**config.mk**
```make
export PLATFORM = sky130hd
export DESIGN_NAME = fetch_unit
export DESIGN_NICKNAME = d
export VERILOG_FILES = /design/src/rtl/fetch_pkg.sv /design/src/rtl/fetch_timeout_ctr.sv /design/src/rtl/fetch_unit.sv
export SDC_FILE = /design/constraint.sdc
export NUM_CORES = 1
export LEC_CHECK = 0
export ABC_AREA = 1
export BUFFER_PORTS_ARGS = -buffer_cell sky130_fd_sc_hd__buf_2
export CAP_MARGIN = 20
export CORE_UTILIZATION = 35
export DETAILED_ROUTE_END_ITERATION = 12
export HOLD_SLACK_MARGIN = 0.03
export PLACE_DENSITY = 0.74
export SLEW_MARGIN = 10
export SYNTH_ARGS = -nofsm -noshare
export SYNTH_HDL_FRONTEND = slang
export SYNTH_HIERARCHICAL = 1
export SYNTH_SLANG_ARGS = --single-unit
```
**constraint.sdc**
```tcl
create_clock -name clk -period 2.1 [get_ports clk]
set_input_delay 0.105 -clock clk [delete_from_list [all_inputs] [get_ports clk]]
set_output_delay 0.105 -clock clk [all_outputs]
set_load 0.005 [all_outputs]
```
**src/rtl/fetch_pkg.sv**
```systemverilog
// Shared definitions for the instruction fetch stage: field widths, IR field
// positions and the fetch FSM state encoding.
package fetch_pkg;

  localparam int ADDR_W_DEF  = 12;
  localparam int DATA_W_DEF  = 16;
  localparam int OPC_W_DEF   = 4;
  localparam int TIMEOUT_DEF = 15;

  // IR layout: opcode in the top nibble, operand (jump target) below it
  localparam int OPC_MSB = DATA_W_DEF - 1;
  localparam int OPC_LSB = DATA_W_DEF - OPC_W_DEF;
  localparam int OPD_MSB = DATA_W_DEF - OPC_W_DEF - 1;
  localparam int OPD_LSB = 0;

  typedef logic [1:0] fetch_state_t;

  localparam fetch_state_t ST_IDLE = 2'd0;
  localparam fetch_state_t ST_REQ  = 2'd1;
  localparam fetch_state_t ST_HOLD = 2'd2;

endpackage

```
**src/rtl/fetch_timeout_ctr.sv**
```systemverilog
// Memory-acknowledge watchdog: down-counter loaded on request start, with a
// terminal-count flag. Only instantiated when FETCH_TIMEOUT_EN is defined.
module fetch_timeout_ctr #(
  parameter int TIMEOUT = 15
) (
  input  logic clk,
  input  logic rst_n,
  input  logic load_i,
  input  logic dec_i,
  output logic tc_o
);

  localparam int CW = $clog2(TIMEOUT + 1);

  logic [CW-1:0] cnt_q, cnt_d;

  // Loading TIMEOUT-1 makes tc_o coincide with the TIMEOUT-th waiting cycle
  always_comb begin
    cnt_d = cnt_q;
    if (load_i) begin
      cnt_d = CW'(TIMEOUT - 1);
    end else if (dec_i && (cnt_q != '0)) begin
      cnt_d = cnt_q - 1'b1;
    end
  end

  always_ff @(posedge clk) begin
    if (!rst_n) begin
      cnt_q <= '0;
    end else begin
      cnt_q <= cnt_d;
    end
  end

  assign tc_o = (cnt_q == '0);

endmodule

```
**src/rtl/fetch_unit.sv**
```systemverilog
// Instruction fetch stage: PC address -> memory read -> IR -> decoder.
// Optional ack watchdog and sticky fetch_err enabled by FETCH_TIMEOUT_EN.
//
//   state   | meaning
//   --------+--------------------------------------------------------
//   IDLE    | no fetch in flight; starts one when run (and no error)
//   REQ     | mem_rd held with stable mem_addr until mem_ack
//   HOLD    | IR valid, waiting for the decoder to take it
module fetch_unit
  import fetch_pkg::*;
#(
  parameter int ADDR_W = ADDR_W_DEF,
  parameter int DATA_W = DATA_W_DEF,
  parameter int OPC_W  = OPC_W_DEF
`ifdef FETCH_TIMEOUT_EN
  , parameter int TIMEOUT = TIMEOUT_DEF
`endif
) (
  input  logic              clk,
  input  logic              rst_n,
  input  logic              run,
  input  logic              flush,
  input  logic [ADDR_W-1:0] execadd,
  output logic [ADDR_W-1:0] mem_addr,
  output logic              mem_rd,
  input  logic              mem_ack,
  input  logic [DATA_W-1:0] mem_rdata,
  output logic [DATA_W-1:0] ir,
  output logic [OPC_W-1:0]  opcode,
  output logic [ADDR_W-1:0] operand,
  output logic              ir_valid,
  input  logic              ir_ready,
  output logic              incPC,
  output logic              fetch_err
);

  fetch_state_t      state_q, state_d;
  logic [ADDR_W-1:0] mem_addr_q, mem_addr_d;
  logic              mem_rd_q, mem_rd_d;
  logic [DATA_W-1:0] ir_q, ir_d;
  logic              ir_valid_q, ir_valid_d;
  logic              incpc_q, incpc_d;
  logic              tmo_hit;
  logic              fetch_block;

`ifdef FETCH_TIMEOUT_EN
  logic fetch_err_q;
  logic tmo_load, tmo_dec, tmo_tc;

  assign tmo_load = (state_q == ST_IDLE) && run && !flush && !fetch_err_q;
  assign tmo_dec  = (state_q == ST_REQ) && !mem_ack && !flush;
  assign tmo_hit  = (state_q == ST_REQ) && !mem_ack && tmo_tc;
  assign fetch_block = fetch_err_q;

  fetch_timeout_ctr #(.TIMEOUT(TIMEOUT)) u_timeout_ctr (
    .clk   (clk),
    .rst_n (rst_n),
    .load_i(tmo_load),
    .dec_i (tmo_dec),
    .tc_o  (tmo_tc)
  );

  // Sticky until flush or reset; flush wins over a simultaneous timeout
  always_ff @(posedge clk) begin
    if (!rst_n || flush) begin
      fetch_err_q <= 1'b0;
    end else if (tmo_hit) begin
      fetch_err_q <= 1'b1;
    end
  end

  assign fetch_err = fetch_err_q;
`else
  assign tmo_hit     = 1'b0;
  assign fetch_block = 1'b0;
  assign fetch_err   = 1'b0;
`endif

  always_comb begin
    state_d    = state_q;
    mem_addr_d = mem_addr_q;
    mem_rd_d   = mem_rd_q;
    ir_d       = ir_q;
    ir_valid_d = ir_valid_q;
    incpc_d    = 1'b0;
    if (flush) begin
      state_d    = ST_IDLE;
      mem_rd_d   = 1'b0;
      ir_valid_d = 1'b0;
    end else begin
      case (state_q)
        ST_IDLE: begin
          if (run && !fetch_block) begin
            state_d    = ST_REQ;
            mem_addr_d = execadd;
            mem_rd_d   = 1'b1;
          end
        end
        ST_REQ: begin
          if (mem_ack) begin
            state_d    = ST_HOLD;
            ir_d       = mem_rdata;
            ir_valid_d = 1'b1;
            incpc_d    = 1'b1;
            mem_rd_d   = 1'b0;
          end else if (tmo_hit) begin
            state_d  = ST_IDLE;
            mem_rd_d = 1'b0;
          end
        end
        ST_HOLD: begin
          if (ir_ready) begin
            state_d    = ST_IDLE;
            ir_valid_d = 1'b0;
          end
        end
        default: begin
          state_d    = ST_IDLE;
          mem_rd_d   = 1'b0;
          ir_valid_d = 1'b0;
        end
      endcase
    end
  end

  always_ff @(posedge clk) begin
    if (!rst_n) begin
      state_q    <= ST_IDLE;
      mem_addr_q <= '0;
      mem_rd_q   <= 1'b0;
      ir_q       <= '0;
      ir_valid_q <= 1'b0;
      incpc_q    <= 1'b0;
    end else begin
      state_q    <= state_d;
      mem_addr_q <= mem_addr_d;
      mem_rd_q   <= mem_rd_d;
      ir_q       <= ir_d;
      ir_valid_q <= ir_valid_d;
      incpc_q    <= incpc_d;
    end
  end

  assign mem_addr = mem_addr_q;
  assign mem_rd   = mem_rd_q;
  assign ir       = ir_q;
  assign ir_valid = ir_valid_q;
  assign incPC    = incpc_q;
  assign opcode   = ir_q[DATA_W-1 -: OPC_W];
  assign operand  = ir_q[ADDR_W-1:0];

endmodule

```
==> Flow_metrics.wiki <==
{| class="wikitable"
! Metric !! Value
|-
| Run status || complete, no violations
|-
| Clk sinks || 33
|-
| Share of total power in sequential cells || between 50% and 60%
|-
| Share of cells above drive strength 1 || about a third
|-
| Die W || around 70 um
|-
| Top-Level Pins || slightly above 80
|-
| Proportion of power drawn by the clock network || between 30 and 40%
|-
| Setup-violating endpoint count in the final report || 0
|-
| Number of resized instances in the post-cts repair step || 0
|-
| Leading cell types in the layout, fill and taps excluded || buf_2 (80), nor2_1 (46), nand2_1 (37)
|-
| Shortest period the worst path allows || 1250 ps
|-
| Most prevalent standard cell on the critical path || nand2_1
|-
| Initial antenna violation count || 0
|-
| Final clock skew || 2.82 ps
|-
| Total internal power || 0.000990 W
|-
| Die Y || between 70 and 80 um
|-
| Pin count of the biggest net entering global routing || 30
|-
| Worst EP required || between 2000 and 2500 ps
|-
| Switching share of total power || 24.8%
|-
| Maximum vdd ir drop || ~0.00025 V
|-
| Max-cap violation count || 0
|-
| Maximum clock frequency || between 0.7 and 0.8 GHz
|-
| Worst EP arrival || about 1500 ps
|-
| Number of synthesis warnings || 6
|-
| Number of different library cells in the post-synthesis netlist || 16
|-
| Cells on Worst Hold Path || 3
|-
| Starting DRC count in detailed routing || 42
|-
| CTS root buf || clkbuf_8
|-
| Leading cell type in the layout, fill and taps excluded || buf_2
|-
| Startpoint type of the worst setup path || register
|-
| DRC violation count after routing || 0
|-
| Htree depth || 2
|-
| Startpoint-to-endpoint class of the critical path || reg -> reg
|-
| Final Wtd Congestion || approximately 0.8
|-
| Switching Power || between 0.0003 and 0.0004 W
|-
| Transition time at the pin with the least slew margin || approximately 630 ps
|-
| Power per unit of standard cell area || around 670 mW/mm^2
|-
| Via count || approximately 1500
|-
| Flops & latches, synth || 33
|-
| Vias in the first global route || ~1300
|-
| Internal reg-to-reg setup slack || about 850 ps
|-
| Worst slew margin || 58.1%
|-
| Summed instance area of the synthesized netlist || 0.00163 mm^2
|-
| Total length of routed wires || around 3300 um
|-
| Worst-case setup margin in the final layout || between 800 and 900 ps
|-
| Number of CTS-inserted buffers || 5
|-
| CTS tree || built
|-
| Endpoint with the worst hold slack || incPC
|-
| Overflow after GRT || 0
|-
| Number of diodes added for antenna fixing || 0
|-
| Average detailed-routed wire length per instance || around 9.4 um
|-
| Share of total power in combinational logic || 13.2%
|-
| Reg-to-Reg End || mem_rd
|-
| Crit Reg-Reg Startpoint || state_q[1]
|-
| RSZ-0062 raised after global routing || no
|-
| Starting utilization of the core area || a little under two fifths
|-
| Via-to-Cell Ratio || about 4.4
|-
| Number of input and output port buffers inserted || 80
|-
| Post-CTS Setup Inserts || 0
|-
| Total power consumption of the routed design || 0.00132 W
|-
| Min-delay src || mem_ack
|-
| Wire length of the first global-routing pass || between 5000 and 6000 um
|-
| Clock slew at reported path FFs || about 70 ps
|-
| Number of nets at the end of the flow || 329
|-
| Average footprint of a synthesized cell || 6.97 um^2
|-
| Count of mapped cells out of synthesis || 234
|-
| Pre-CTS worst setup slack || around 850 ps
|-
| Synth-to-Final Area Change || 20.8%
|-
| Buffer depth of the longest clock path || 2
|-
| Half-perimeter wire length after detailed placement || approximately 2300 um
|-
| Number of pins with negative max-slew slack in the final report || 0
|-
| Crit-path cells || nor2_4 -> nand2_1 -> nand2_1 -> nand2_1 -> nor2_1
|-
| Drt pass-1 iters || 4
|-
| Total die area || 0.00494 mm^2
|-
| Crit-path max cell delay || roughly 470 ps
|-
| Row count || 24
|-
| Min-Delay Path Class || in -> reg
|-
| Slowest CP cell || nor2_4
|-
| Clock latency on the worst-skew pair || ~270 ps
|-
| Number of hold violations in the final report || 0
|-
| Overall global routing resource usage || 14.4%
|-
| Total leakage power || approximately 1.1 nW
|-
| Post-synth net total || 268
|-
| Cts hold-fix bufs || 0
|-
| Area of the core || between 0.004 and 0.005 mm^2
|-
| Part of the cycle the worst path needs || between 50% and 60%
|-
| Post-synthesis sequential area ratio || between 40% and 50%
|-
| Sort of element at the end of the critical path || register
|-
| Critical Path Fanout Max || 25
|-
| Routed Antenna Nets || 0
|-
| Setup TNS Final || 0 ps
|-
| Reg2reg path depth || 5
|}
## metrics by stage
stage	area [um^2]	cells	hold WS, ps	utilization, %
after floorplan	1630	234	245	-
after CTS	1970	347	83.7	44.6
final	1970	347	97.1	44.6
after global routing	1970	347	99.6	44.6
after global placement	1880	340	386	42.7
after detailed placement	1880	340	386	42.7
## kinds of logic (layout without fill, tap and decap cells)
logic type      after synthesis  after routing  share of synthesized area [%]
compound gates               16             16                           5.14
buf+inv                      64            125                           22.0
flops                        33             33                           40.5
other cells                   1              1                          0.230
simple gates                120            120                           32.1
## routing by layer
layer | share of wire [%] | track usage (%)
met4 | 1.4 | 5.33
met5 | 0 | 0
met1 | 47 | 18.4
met2 | 45 | 22.9
met3 | 6.6 | 4.33
## cell type report
type | count | area [um^2]
inverter | 37 | 139
sequential | 33 | 661
tap | 52 | 65.1
timing repair buffer | 81 | 408
fill | 486 | 2440
clock buffer | 7 | 86.3
multi-input combinational | 137 | 612
## power groups by stage
stage | combinational [W] | sequential [W] | clock (W)
finish | 0.000174 | 0.000667 | 0.000475
global route | 0.000200 | 0.000670 | 0.000519
CTS | 0.000176 | 0.000667 | 0.000493
detailed placement | 0.000176 | 0.000681 | 0
global placement | 0.000173 | 0.000681 | 0
floorplan | 0.000118 | 0.000683 | 0
## synth_stat cells, drive strengths merged
cell type	instances	area [um^2]
a21o	1	8.76
a21oi	15	75.1
buf	27	220
conb	1	3.75
dfxtp	33	661
inv	37	139
nand2	39	151
nand3	28	140
nand3b	1	7.51
nor2	52	225
## registers in the layout, summed over array words and instances, names as in the netlist
name,flops
state_q,2
ir,16
incPC,1
mem_addr,12
ir_valid,1
mem_rd,1
## worst max-delay path by stage
stage | end | depth (start not counted) | slack [ps] | startpoint
floorplan | ir[11] | 6 | 1040 | state_q[0]
global placement | mem_rd | 5 | 890 | state_q[1]
detailed placement | ir[6] | 5 | 850 | state_q[0]
CTS | mem_rd | 5 | 850 | state_q[1]
global route | ir_valid | 6 | 680 | state_q[0]
finish | mem_rd | 5 | 850 | state_q[1]
## critical path: cells and delay by family, from the launching register on
kind,cells,cell delay [ps]
flops,1,390
simple gates,5,810
(Power assumes the default switching activity.)
